<file path="src/rtl/fft_stage_sequencer.sv">
// fft_stage_sequencer: drives the butterfly control bus through LOAD/COMPUTE/WRITE for every stage of a frame.
// in_valid is sampled at the clock edge and its load shows up one cycle later; WRITE is a plain valid/ready handshake.
module fft_stage_sequencer #(
   parameter int no_point = 32,
   parameter int no_stage = $clog2(no_point),
   parameter int stage_w  = $clog2(no_stage) + 1
) (
   input  logic               clk,
   input  logic               rst,
   input  logic               start,
   input  logic               in_valid,
   input  logic               out_ready,
   output logic               busy,
   output logic               done,
   output logic [stage_w-1:0] stage_idx,
   output logic               data_in_en,
   output logic [1:0]         data_in_addr,
   output logic               w_addr,
   output logic               acu_enable,
   output logic               acu_load1,
   output logic               acu_load2,
   output logic               acu_cin1,
   output logic               acu_cin2,
   output logic               data_out_en,
   output logic               data_out_addr
);
   typedef enum logic [2:0] {IDLE, LOAD, COMPUTE, WRITE, DONE} state_t;
   state_t     state;
   logic [1:0] step;
   logic [1:0] ck;
   logic [1:0] load_next;
   logic [4:0] vec;
   logic       last_stage;
   // ck is the compute step about to be presented: {w_addr, load1, load2, cin1, cin2}
   always_comb begin
      ck = (state == COMPUTE) ? step + 2'd1 : 2'd0;
      vec = (ck == 2'd0) ? 5'b01100 : (ck == 2'd1) ? 5'b10010 : (ck == 2'd2) ? 5'b00000 : 5'b00011;
      load_next = step + {1'b0, data_in_en};
      last_stage = stage_idx == stage_w'(no_stage - 1);
   end
   always_ff @(posedge clk) begin
      done <= 1'b0;
      data_in_en <= 1'b0;
      data_in_addr <= 2'd0;
      acu_enable <= 1'b0;
      {w_addr, acu_load1, acu_load2, acu_cin1, acu_cin2} <= 5'd0;
      data_out_en <= 1'b0;
      data_out_addr <= 1'b0;
      if (!rst) begin
         state <= IDLE;
         step <= 2'd0;
         stage_idx <= '0;
         busy <= 1'b0;
      end else begin
         case (state)
            IDLE: if (start) begin
               state <= LOAD;
               step <= 2'd0;
               stage_idx <= '0;
               busy <= 1'b1;
               data_in_en <= in_valid;
            end
            LOAD: if (data_in_en && step == 2'd3) begin
               state <= COMPUTE;
               step <= 2'd0;
               acu_enable <= 1'b1;
               {w_addr, acu_load1, acu_load2, acu_cin1, acu_cin2} <= vec;
            end else begin
               step <= load_next;
               data_in_addr <= load_next;
               data_in_en <= in_valid;
            end
            COMPUTE: if (step == 2'd3) begin
               state <= WRITE;
               step <= 2'd0;
               data_out_en <= 1'b1;
            end else begin
               step <= step + 2'd1;
               acu_enable <= 1'b1;
               {w_addr, acu_load1, acu_load2, acu_cin1, acu_cin2} <= vec;
            end
            WRITE: begin
               data_out_en <= 1'b1;
               data_out_addr <= step[0];
               if (out_ready && !step[0]) begin
                  step <= 2'd1;
                  data_out_addr <= 1'b1;
               end else if (out_ready && !last_stage) begin
                  state <= LOAD;
                  step <= 2'd0;
                  stage_idx <= stage_idx + stage_w'(1);
                  data_out_en <= 1'b0;
                  data_out_addr <= 1'b0;
                  data_in_en <= in_valid;
               end else if (out_ready) begin
                  state <= DONE;
                  step <= 2'd0;
                  busy <= 1'b0;
                  done <= 1'b1;
                  data_out_en <= 1'b0;
                  data_out_addr <= 1'b0;
               end
            end
            DONE: begin
               state <= IDLE;
               stage_idx <= '0;
            end
            default: state <= IDLE;
         endcase
      end
   end
endmodule

</file>
<file path="config.mk">
export PLATFORM = sky130hd
export DESIGN_NAME = fft_stage_sequencer
export DESIGN_NICKNAME = d
export VERILOG_FILES = /design/src/rtl/fft_stage_sequencer.sv
export SDC_FILE = /design/constraint.sdc
export NUM_CORES = 1
export LEC_CHECK = 0
export ABC_AREA = 1
export CORE_UTILIZATION = 25
export CTS_CLUSTER_SIZE = 30
export DETAILED_ROUTE_END_ITERATION = 10
export GPL_TIMING_DRIVEN = 1
export RECOVER_POWER = 25
export SLEW_MARGIN = 15
export SYNTH_ARGS = -nofsm -noshare
export SYNTH_HDL_FRONTEND = slang
export SYNTH_SLANG_ARGS = --single-unit
</file>
<file path="constraint.sdc">
create_clock -name clk -period 1.3 [get_ports clk]
set_clock_uncertainty 0.05 [all_clocks]
set_input_delay 0.26 -clock clk [delete_from_list [all_inputs] [get_ports clk]]
set_output_delay 0.26 -clock clk [all_outputs]
set_load 0.02 [all_outputs]
</file>
# ---- Word level (Yosys, flattened, before mapping)
# Index checks and enable logic that the tools add are counted.
dict set report classes {
  addsub 3
  eq_ne 17
  muxes 59
  n_bitwise 2
  n_reduce_logical 17
}
# op n
set op_table {}
lappend op_table {{two-way mux 1 bit} 28}
lappend op_table {{two-way mux 3 bit} 6}
lappend op_table {{two-way mux 2 bit} 8}
lappend op_table {{one-hot mux 1 bit (2 select lines)} 8}
lappend op_table {{two-way mux 4 bit} 3}
lappend op_table {{inequality test 2 bit, second input constant} 6}
lappend op_table {{one-hot mux 3 bit (4 select lines)} 1}
lappend op_table {{one-hot mux 4 bit (3 select lines)} 1}
lappend op_table {{two-way mux 5 bit} 2}
lappend op_table {{AND reduction 5 bit} 2}
lappend op_table {{one-hot mux 2 bit (4 select lines)} 1}
lappend op_table {{== test 3 x 2 -> 1 bit, second input constant} 2}
lappend op_table {{adder 4 x 1 -> 4 bit, second input constant} 1}
lappend op_table {{== test 2 bit, second input constant} 2}
lappend op_table {{== test 4 x 3 -> 1 bit, second input constant} 1}
lappend op_table {{inequality test 4 bit, second input constant} 1}
lappend op_table {{AND reduction 2 bit} 2}
lappend op_table {{AND reduction 4 bit} 1}
lappend op_table {{nonzero test 4 bit} 1}
lappend op_table {{OR reduction 4 bit} 1}
lappend op_table {{== test 3 x 1 -> 1 bit, second input constant} 1}
lappend op_table {{== test 3 bit, second input constant} 1}
lappend op_table {{logical AND 1 bit} 3}
lappend op_table {{zero test 3 bit} 1}
lappend op_table {{other kinds (12)} 14}
dict set report totals {
  reg_bits 22
  in_bits 5
  word_cells 113
}

# ---- Depth between registers and ports, before layout
dict set report logic_depth {
  depth_word 8
  ltp_mapped 9
  ltp_nobuf 9
}

# ---- Worst setup path before layout
# Ideal clock, no wire load.
dict set report synth_timing {
  path_kind {register to register}
  startpoint {register stage_idx[0]}
  endpoint {register stage_idx[2]}
  setup_time_ns 0.132
  arrival_time_ns 1.282
  path_slack_ns -0.164
  path_stages_with_launch 9
  n_path_buf 0
  synth_period_minus_slack_ns 1.464
  path_cell_list {dfxtp_1 > inv_1 > ha_1 > nand3_1 > nand3_2 > nand2_2 > nand2_4 > nand2_1 > a21oi_1}
}
dict set report synth_via {
  elab_chain_cells 5
  elab_cells_between_ends 9
  classes_between {add/sub (1); eq/ne (2); mux (3); reduce/logical (3)}
}
# element line_no
set synth_rtl {}
lappend synth_rtl {{start, declared} 15} ;# output logic [stage_w-1:0] stage_idx,
lappend synth_rtl {{start signal, assigned} 91} ;# stage_idx <= stage_idx + stage_w'(1);
lappend synth_rtl {{branches (longest 5 deep; another with adder 4 x 1 -> 4 bit)} n/a}
# Parallel ways; which one is timed is not known. The select of a mux whose other input is x is not followed.
# A chain may end at the register's enable or synchronous reset.

# ---- Final worst setup path
dict set report layout_timing {
  startpoint {register step[0]}
  endpoint {register state[0]}
}
dict set report layout_via {
  elab_chain_cells 4
  elab_cells_between_ends 8
  classes_between {eq/ne (4); reduce/logical (4)}
}
# element line_no
set layout_rtl {}
lappend layout_rtl {{start, declared} 29} ;# logic [1:0] step;
lappend layout_rtl {{start signal, assigned} 69} ;# step <= load_next;
lappend layout_rtl {{start signal, assigned} 78} ;# step <= step + 2'd1;
lappend layout_rtl {{== test 2 bit or zero test 1 bit (tied branches)} {63, 73, 85}}
lappend layout_rtl {{logical AND 1 bit, on equally long branches} {63, 85}}
lappend layout_rtl {{inequality test 2 bit (no source line)} n/a}
lappend layout_rtl {{AND reduction 5 bit (no source line) (*)} n/a}
lappend layout_rtl {{end signal, assigned} 64} ;# state <= COMPUTE;
lappend layout_rtl {{end signal, assigned} 74} ;# state <= WRITE;
lappend layout_rtl {{end signal, assigned} 89} ;# state <= LOAD;
lappend layout_rtl {{end, declared} 28} ;# state_t state;
# Mark *: on every way between the ends. The rest lies on a longest branch, timed or not.

==> impl_metrics.json <==
{
  "cp_slowest_cell": "dfxtp_4",
  "hpwl_mm": 2.026,
  "htree_levels": 1,
  "setup_viol": 1,
  "synth_top_cell_by_area": "dfxtp_1",
  "synth_flop_cell": "dfxtp_1",
  "portBuffers": 21,
  "worst-slew-pin-transition_ps": 228.8,
  "num_vias": 1086,
  "worst_setup_path_start_kind": "flip-flop",
  "die-area_sq_mm": 0.004472,
  "reg2reg_slack_ps": -3,
  "place_congestion": 0.8643,
  "run_status": "complete, but fails checks",
  "grt_pass1_wl_mm": 4.491,
  "netlist_area_sq_mm": 0.001052,
  "cts-root-buf": "clkbuf_8",
  "relSlewSlack": 0.8471,
  "r2r-end": "state[0]",
  "finalCritPeriodShare": 1.002,
  "fmax_ghz": 0.7675,
  "cpPeakStageDelay_ps": 410,
  "instances_no_fill": 246,
  "max_cap_viol_count": 0,
  "numClockSinks": 21,
  "max-vdd-ir-drop_mv": 0.6439,
  "yosysSeqAreaShare": 0.3995,
  "clockBufferDepth": 2,
  "ioPinCount": 22,
  "antenna_cells": 0,
  "setup.worst_path.end": "state[0]",
  "ant_nets": 0,
  "cp_cell_sequence": "inv_4 > ha_4 > nor2_4 > inv_2 > nand2_2 > nand2_2 > nor2_2 > nand2_1 > a21oi_1",
  "grt_remaining_overflow": 0,
  "synthTopCellsByCount": "29 x nand2_1, 23 x inv_1, 21 x dfxtp_1",
  "rsz0062_at_grt": "true",
  "grt_pass1_vias": 1054,
  "maxSlewViolCount": 0,
  "reg2reg_from": "step[0]",
  "post-synth-top-area-fraction": 0.3995,
  "synth_seq_cells": 21,
  "finalPower_w": 0.002868,
  "rows": 23,
  "hp-class": "flip-flop to flip-flop",
  "cts_tree": "built",
  "endpoint_kind": "flip-flop",
  "crit_arrival_ps": 1450,
  "area_growth_pct": 61.36,
  "antenna_found_initial": 0,
  "path_clk_slew_ps": 80,
  "timing.setup.tns_ps": -2.856,
  "dp_cells": 238,
  "die_x_microns": 66.88,
  "pre_cts_ws_ps": -403.7,
  "p_per_area_mw_per_mm2": 1689,
  "layout-drive-gt1-share": 0.3929,
  "drtPass1Iterations": 4,
  "placed_area_sq_mm": 0.001510,
  "die_y_microns": 66.88,
  "finalWirelength_mm": 2.769,
  "path_common_cell": "nand2_2",
  "cts_hold_buffers": 0,
  "vias_per_cell": 4.415,
  "insertion_delay_ps": 270,
  "syn_nets": 156,
  "initial_core_util": 0.2612,
  "cellLeakagePower_nw": 0.8329,
  "violations": "setup timing",
  "drtIter0Drc": 30,
  "synthMostInstantiatedCell": "nand2_1",
  "numCtsBuffers": 3,
  "synth_cell_types": 25,
  "finalCriticalPeriod_ps": 1303,
  "synth.area.top_cells": "dfxtp_1 40%, nand2_1 10%, inv_1 8.2%",
  "grt_max_degree": 13,
  "worst_ep_required_time_ps": 1450,
  "critPathKind": "flip-flop to flip-flop",
  "setup_ws_ps": -2.856,
  "worst-r2r-cell-count": 9,
  "synth_cells": 145,
  "synthArstFlopShare": 0,
  "core_sq_mm": 0.004029,
  "detail_route.wl_per_cell_microns": 11.26,
  "grt_usage": 0.1371,
  "worstPathMaxFanout": 4,
  "drc_errors": 0,
  "yosysWarningCount": 0,
  "finalInstanceArea_sq_mm": 0.001698,
  "synth_edf_count": 0,
  "hold_viol_final": 0,
  "syn_avg_cell_area_sq_um": 7.257,
  "final_nets": 208,
  "startpoint": "step[0]"
}
## layer usage
metal,wire length (microns),vias up,track usage
met5,0,-,0
met4,39,0,0.04787
met3,82,4,0.02568
met2,1376,19,0.2437
met1,1271,497,0.1619
li1,-,566,-
## stage by stage
stage          hold slack, ps  utilization
6_report                417.0       0.4214
5_1_grt                 457.3       0.4214
4_1_cts                 423.2       0.3975
3_5_place_dp            408.8       0.3748
3_3_place_gp            414.0       0.3748
2_1_floorplan           307.6            -
## flip-flops by register name, indices dropped and copies added (netlist names), 2 cells and up
signal / flops
state: 3
data_in_addr: 2
step: 2
stage_idx: 4
## placed cells by master, fill, tap and decap left out, drive strengths merged, types with 3 or more instances in the layout
| cell | Yosys | routed |
|---|---|---|
| nand2 | 34 | 34 |
| buf | 1 | 28 |
| inv | 25 | 25 |
| dfxtp | 21 | 21 |
| nor2 | 18 | 18 |
| dlygate4sd2 | 0 | 17 |
| nand3 | 15 | 15 |
| a21oi | 7 | 7 |
| ha | 6 | 6 |
| nand4 | 4 | 4 |
| nor3 | 3 | 3 |
| clkbuf | 1 | 3 |
| clkdlybuf4s50 | 0 | 3 |
## power breakdown
part	internal, W	switching, W	total [W]
sequential	0.000782	0.000113	0.000895
combinational	0.000659	0.000865	0.00152
clock	0.000214	0.000234	0.000448
## how the worst min path moves through the flow
stage / depth (start not counted) / to / startpoint
2_1_floorplan: 2 / state[1] / rst
3_3_place_gp: 2 / busy / busy
3_5_place_dp: 2 / busy / busy
4_1_cts: 3 / data_out_addr / out_ready
5_1_grt: 3 / data_out_addr / out_ready
6_report: 2 / busy / busy
## worst max-delay path: cells and delay by family (launching register included)
kind	cells	cell delay, ps
DFF	1	410
and+or+nand+nor	5	380
buffers and inverters	2	100
AOI/OAI and AO/OA	1	120
adders and majority gates	1	170
## area by class of cell
type                    count  area (sq um)
fillers                   438          2331
flip-flops and latches     21         440.4
repair buffers             49         411.6
inverters                  25         101.3
well taps                  50         62.56
clock buffers               3         41.29
multi-input cells          97         635.6
clock inverters             1         5.005
## kinds of logic (layout without fill, tap and decap cells)
kind of cell    Yosys count  count (layout)  synth area share
simple gates             75              75            0.3353
compound gates           14              14           0.07728
flops                    21              21            0.3995
xor+xnor                  2               2           0.01665
buf+inv                  27              78           0.09988
fa+ha+maj                 6               6           0.07134
## timing repair
item,CTS,global route
gates resized for setup,34,28
buffers inserted,3,1
setup endpoints to repair,29,19
pin swaps,13,10
No activity file was read; power rests on OpenSTA's default activity.
